[src/rtl/id_ex_stage.sv]
// ID/EX pipeline register with load-use hazard detection and a saturating
// counter of inserted hazard bubbles.
module id_ex_stage #(
    parameter int unsigned XLEN  = 32,
    parameter int unsigned CNT_W = 16
) (
    input  logic             clk,
    input  logic             rst,

    input  logic             id_valid,
    input  logic             id_branch,
    input  logic             id_mem_read,
    input  logic             id_mem_to_reg,
    input  logic             id_mem_write,
    input  logic             id_alu_src,
    input  logic             id_reg_write,
    input  logic [1:0]       id_alu_op,
    input  logic [XLEN-1:0]  id_pc,
    input  logic [XLEN-1:0]  id_rs1_data,
    input  logic [XLEN-1:0]  id_rs2_data,
    input  logic [XLEN-1:0]  id_imm,
    input  logic [4:0]       id_rs1,
    input  logic [4:0]       id_rs2,
    input  logic [4:0]       id_rd,
    input  logic [2:0]       id_funct3,
    input  logic             id_funct7b5,

    input  logic             flush,
    input  logic             ex_hold,

    output logic             ex_valid,
    output logic             ex_branch,
    output logic             ex_mem_read,
    output logic             ex_mem_to_reg,
    output logic             ex_mem_write,
    output logic             ex_alu_src,
    output logic             ex_reg_write,
    output logic [1:0]       ex_alu_op,
    output logic [XLEN-1:0]  ex_pc,
    output logic [XLEN-1:0]  ex_rs1_data,
    output logic [XLEN-1:0]  ex_rs2_data,
    output logic [XLEN-1:0]  ex_imm,
    output logic [4:0]       ex_rs1,
    output logic [4:0]       ex_rs2,
    output logic [4:0]       ex_rd,
    output logic [2:0]       ex_funct3,
    output logic             ex_funct7b5,

    output logic             stall,
    output logic [CNT_W-1:0] bubble_cnt
);

    localparam int unsigned REG_W   = 5;
    localparam int unsigned ALUOP_W = 2;
    localparam int unsigned F3_W    = 3;

    // Everything that travels from ID into EX; an all-zero value is a bubble.
    typedef struct packed {
        logic               valid;
        logic               branch;
        logic               mem_read;
        logic               mem_to_reg;
        logic               mem_write;
        logic               alu_src;
        logic               reg_write;
        logic [ALUOP_W-1:0] alu_op;
        logic [XLEN-1:0]    pc;
        logic [XLEN-1:0]    rs1_data;
        logic [XLEN-1:0]    rs2_data;
        logic [XLEN-1:0]    imm;
        logic [REG_W-1:0]   rs1;
        logic [REG_W-1:0]   rs2;
        logic [REG_W-1:0]   rd;
        logic [F3_W-1:0]    funct3;
        logic               funct7b5;
    } ex_pkt_t;

    ex_pkt_t          ex_q;
    ex_pkt_t          ex_d;
    ex_pkt_t          id_pkt;
    logic [CNT_W-1:0] cnt_q;
    logic [CNT_W-1:0] cnt_d;
    logic             uses_rs2;
    logic             hz;

    // Pack the incoming ID fields into one payload.
    always_comb begin
        id_pkt            = '0;
        id_pkt.valid      = 1'b1;
        id_pkt.branch     = id_branch;
        id_pkt.mem_read   = id_mem_read;
        id_pkt.mem_to_reg = id_mem_to_reg;
        id_pkt.mem_write  = id_mem_write;
        id_pkt.alu_src    = id_alu_src;
        id_pkt.reg_write  = id_reg_write;
        id_pkt.alu_op     = id_alu_op;
        id_pkt.pc         = id_pc;
        id_pkt.rs1_data   = id_rs1_data;
        id_pkt.rs2_data   = id_rs2_data;
        id_pkt.imm        = id_imm;
        id_pkt.rs1        = id_rs1;
        id_pkt.rs2        = id_rs2;
        id_pkt.rd         = id_rd;
        id_pkt.funct3     = id_funct3;
        id_pkt.funct7b5   = id_funct7b5;
    end

    // Load-use detection: a load in EX whose rd feeds the instruction in ID.
    always_comb begin
        uses_rs2 = ~id_alu_src | id_mem_write;
        hz       = id_valid & ex_q.valid & ex_q.mem_read
                 & (ex_q.rd != REG_W'(0))
                 & ((ex_q.rd == id_rs1) | (uses_rs2 & (ex_q.rd == id_rs2)));
        stall    = ~flush & (ex_hold | hz);
    end

    // Next-state selection: flush > hold > hazard bubble > normal capture.
    always_comb begin
        ex_d  = ex_q;
        cnt_d = cnt_q;
        if (flush) begin
            ex_d = '0;
        end else if (ex_hold) begin
            ex_d = ex_q;
        end else if (hz) begin
            ex_d = '0;
            if (cnt_q != {CNT_W{1'b1}}) begin
                cnt_d = cnt_q + CNT_W'(1);
            end
        end else if (id_valid) begin
            ex_d = id_pkt;
        end else begin
            ex_d = '0;
        end
    end

    // Pipeline register and counter, synchronous reset to a bubble.
    always_ff @(posedge clk) begin
        if (rst) begin
            ex_q  <= '0;
            cnt_q <= '0;
        end else begin
            ex_q  <= ex_d;
            cnt_q <= cnt_d;
        end
    end

    assign ex_valid      = ex_q.valid;
    assign ex_branch     = ex_q.branch;
    assign ex_mem_read   = ex_q.mem_read;
    assign ex_mem_to_reg = ex_q.mem_to_reg;
    assign ex_mem_write  = ex_q.mem_write;
    assign ex_alu_src    = ex_q.alu_src;
    assign ex_reg_write  = ex_q.reg_write;
    assign ex_alu_op     = ex_q.alu_op;
    assign ex_pc         = ex_q.pc;
    assign ex_rs1_data   = ex_q.rs1_data;
    assign ex_rs2_data   = ex_q.rs2_data;
    assign ex_imm        = ex_q.imm;
    assign ex_rs1        = ex_q.rs1;
    assign ex_rs2        = ex_q.rs2;
    assign ex_rd         = ex_q.rd;
    assign ex_funct3     = ex_q.funct3;
    assign ex_funct7b5   = ex_q.funct7b5;
    assign bubble_cnt    = cnt_q;

endmodule

[config.mk]
export PLATFORM = sky130hd
export DESIGN_NAME = id_ex_stage
export DESIGN_NICKNAME = d
export VERILOG_FILES = /design/src/rtl/id_ex_stage.sv
export SDC_FILE = /design/constraint.sdc
export NUM_CORES = 1
export LEC_CHECK = 0
export ABC_AREA = 1
export CORE_AREA = 2 2 187 97
export CTS_BUF_LIST = sky130_fd_sc_hd__clkbuf_2 sky130_fd_sc_hd__clkbuf_4 sky130_fd_sc_hd__clkbuf_8
export CTS_CLUSTER_SIZE = 8
export DETAILED_ROUTE_END_ITERATION = 10
export DIE_AREA = 0 0 189 99
export MAX_ROUTING_LAYER = met4
export PLACE_DENSITY = 0.89
export SLEW_MARGIN = 20
export SYNTH_ARGS = -nofsm -noshare
export SYNTH_HDL_FRONTEND = slang
export SYNTH_SLANG_ARGS = --single-unit
[constraint.sdc]
create_clock -name clk -period 2.1 [get_ports clk]
set_clock_uncertainty 0.1 [all_clocks]
set_input_delay 0.21 -clock clk [delete_from_list [all_inputs] [get_ports clk]]
set_output_delay 0.21 -clock clk [all_outputs]
set_load 0.05 [all_outputs]
==> flow_metrics.env <==
export IMPL_path_max_fanout=4
export IMPL_path_delay_family="simple AND/OR/NAND/NOR gates"
export IMPL_timing_hold_ws_ns=0.1613
export IMPL_cp_required_ns=1.79
export IMPL_setup_viol=0
export IMPL_cts_tree="yes"
export IMPL_nNetsFinal=1368
export IMPL_netlist_instances=922
export IMPL_hold_viol_final=0
export IMPL_power_leakage_nw=3.833
export IMPL_seqPwrFrac_pct=48.6
export IMPL_critPathLaunchType="register"
export IMPL_layout_setup_ws_ns=0.03749
export IMPL_grt_antenna_before_repair=1
export IMPL_io_buffers=332
export IMPL_netlist_area_um2=7057
export IMPL_viasPerCell=5.300
export IMPL_syn_area_per_cell_um2=7.654
export IMPL_place_congestion=0.9181
export IMPL_finalSetupTns_ns=0
export IMPL_cts_root_buffer="clkbuf_8"
export IMPL_dr_pass1_iters=5
export IMPL_n_fill_cell=1375
export IMPL_drc=0
export IMPL_p_int_mw=5.041
export IMPL_grt_setup_unrepaired="yes"
export IMPL_fin_crit_ns=2.063
export IMPL_grt_pass1_vias=7151
export IMPL_power_net_switching_mw=1.859
export IMPL_die_area_um2=18710
export IMPL_cts_sinks=172
export IMPL_power_density_nw_per_um2=626.3
export IMPL_p_sw_share_pct=26.94
export IMPL_synthFlopType="dfxtp_1"
export IMPL_htreeDepth=4
export IMPL_grt_max_degree=157
export IMPL_drive_gt1_share_pct=6.317
export IMPL_ys_types=23
export IMPL_start_util_pct=41.37
export IMPL_num_rows=34
export IMPL_peakVddDrop_mv=0.4901
export IMPL_final_max_slew_violation_count=0
export IMPL_crit_top_cell="nand2_1"
export IMPL_path_cells="inv_1, nand2_1, nand2_1, nor2_1, nand3_1, nand2_2, nand2_4, a21oi_4, buf_12"
export IMPL_min_period_over_period_pct=98.21
export IMPL_clock_path_buffers=2
export IMPL_wl_per_cell_um=17.16
export IMPL_numCtsBuffers=17
export IMPL_path_buf_inv=2
export IMPL_dieWidth_um=189
export IMPL_cp_arrival_ns=1.75
export IMPL_share_comb_of_total_power_pct=15.4
export IMPL_total_power_mw=6.900
export IMPL_synth_nets=1083
export IMPL_synth_edf_count=0
export IMPL_cp_slowest_stage_delay_ns=0.37
export IMPL_insertion_delay_ns=0.43
export IMPL_die_y_um=99
export IMPL_path_class="reg -> out"
export IMPL_wl_mm=24.95
export IMPL_synth_seq_cells=172
export IMPL_yosysSeqAreaShare_pct=48.79
export IMPL_areaGrowthSynthToFinish_pct=56.12
export IMPL_async_reset_ff_share_pct=0
export IMPL_dpl_cell_area_um2=10510
export IMPL_tightest_slew_ns=0.8064
export IMPL_max_cap_violations=0
export IMPL_clkPwrFrac_pct=36.1
export IMPL_postLayoutCellArea_um2=11020
export IMPL_antenna_left=0
export IMPL_synth_warnings=0
export IMPL_hold_path_class="in -> reg"
export IMPL_io_pins=333
export IMPL_status="finished clean"
export IMPL_grt_use_total_pct=26.73
export IMPL_initialDrtViolationCount=605
export IMPL_clkTransAtPathRegs_ns=0.10
export IMPL_slowest_stage="dfxtp_4"
export IMPL_grt_pass1_wl_mm=38.85
export IMPL_core_area_um2=17060
export IMPL_max_slew_margin_pct=46.24
export IMPL_vias=7706
export IMPL_endpoint_kind="primary output"
export IMPL_overflow=0
export IMPL_detailed_place_hpwl_mm=16.75
export IMPL_pre_cts_slack_ns=0.001509
export IMPL_max_freq_mhz=484.8
export IMPL_cts_hold_buffers=0
## cell type report
type | count | area [um2] | share of cell area (%)
Multi-Input combinational cell | 633 | 3077 | 27.93
Clock buffer | 19 | 261.5 | 2.374
Tap cell | 234 | 292.8 | 2.658
Sequential cell | 172 | 3460 | 31.40
Inverter | 29 | 113.9 | 1.034
Clock inverter | 12 | 162.7 | 1.476
Timing Repair Buffer | 354 | 3647 | 33.11
Antenna cell | 1 | 2.502 | 0.02271
## timing repair
action / in CTS / in global routing
resized for setup: 9 / 11
pin swaps: 6 / 8
setup endpoints to repair: 2 / 7
buffers inserted: 4 / 1
gates cloned: 0 / 0
## cell usage in the layout (no fill, tap or decap), types with 5 or more instances in the layout
master,synthesis,final
clkinvlp_4,0,5
buf_4,1,12
dfxtp_1,172,167
nand4_1,160,160
nor2_1,59,58
clkdlybuf4s50_1,0,324
a21oi_1,157,156
nand3_1,9,9
buf_12,0,12
dlymetal6s2s_1,0,5
inv_1,25,24
clkbuf_8,0,19
nand2_1,232,228
## kinds of logic (layout without fill, tap and decap cells)
logic type / count (synthesis) / count (layout) / synth area share [%]
other: 0 / 1 / 0
and+or+nand+nor: 470 / 470 / 31.44
buffers and inverters: 117 / 414 / 8.014
AOI/OAI and AO/OA: 161 / 161 / 11.45
xor gates and xnor gates: 1 / 1 / 0.1241
DFF: 172 / 172 / 48.79
adders and majority gates: 1 / 1 / 0.1773
## synthesized netlist by cell type (2+ instances only)
cell type	number	area, um2
buf_6	16	180.2
inv_1	25	93.84
a21oi_1	157	785.8
clkbuf_1	51	191.4
nand3b_1	3	22.52
nand3_1	9	45.04
o21ai_0	3	15.01
nor2_2	2	12.51
nand2_1	232	870.8
inv_2	4	15.01
buf_2	2	10.01
buf_1	18	67.56
nand4_1	160	1001
nor2_1	59	221.5
dfxtp_1	172	3443
nor3_1	2	10.01
## through the flow
stage / util (%) / std cells
3_3_place_gp: 61.62 / 1417
6_report: 64.58 / 1454
5_1_grt: 64.58 / 1454
3_5_place_dp: 61.62 / 1417
4_1_cts: 64.38 / 1452
2_1_floorplan: - / 922
## power by group through the flow
stage          Combinational [mW]  Clock (mW)  Sequential [mW]
3_5_place_dp                 1.04           0             3.43
4_1_cts                      1.05        2.56             3.35
2_1_floorplan               0.304           0             3.63
6_report                     1.06        2.49             3.35
5_1_grt                      1.12        2.70             3.36
3_3_place_gp                 1.03           0             3.43
## metal layers
metal  GRT usage [%]  wire (um)  part of all wire (%)
met1           34.47      10720                    43
met3           9.046       2403                   9.6
met5               -          0                     0
met4           6.010        312                   1.3
met2           40.57      11510                    46
## worst register-to-register path: stages, from the launching register on
cell,delay (ns)
dfxtp_1,0.44
nand3_1,0.17
nor2_1,0.29
inv_1,0.11
nor3_1,0.28
nand3b_1,0.13
nor2_1,0.17
nand2_1,0.08
nand2_1,0.06
nor2_1,0.03
## worst paths after layout
| kind | startpoint | endpoint | slack, ns | cells after the start |
|---|---|---|---|---|
| setup / recovery | ex_rd[3] | stall | 0.04 | 9 |
| hold / removal | ex_hold | ex_pc[31] | 0.16 | 4 |
| setup reg to reg | bubble_cnt[4] | bubble_cnt[13] | 0.14 | 9 |
| hold reg to reg | ex_rs1_data[23] | ex_rs1_data[23] | 0.37 | 2 |
No activity file was read; power rests on OpenSTA's default activity.
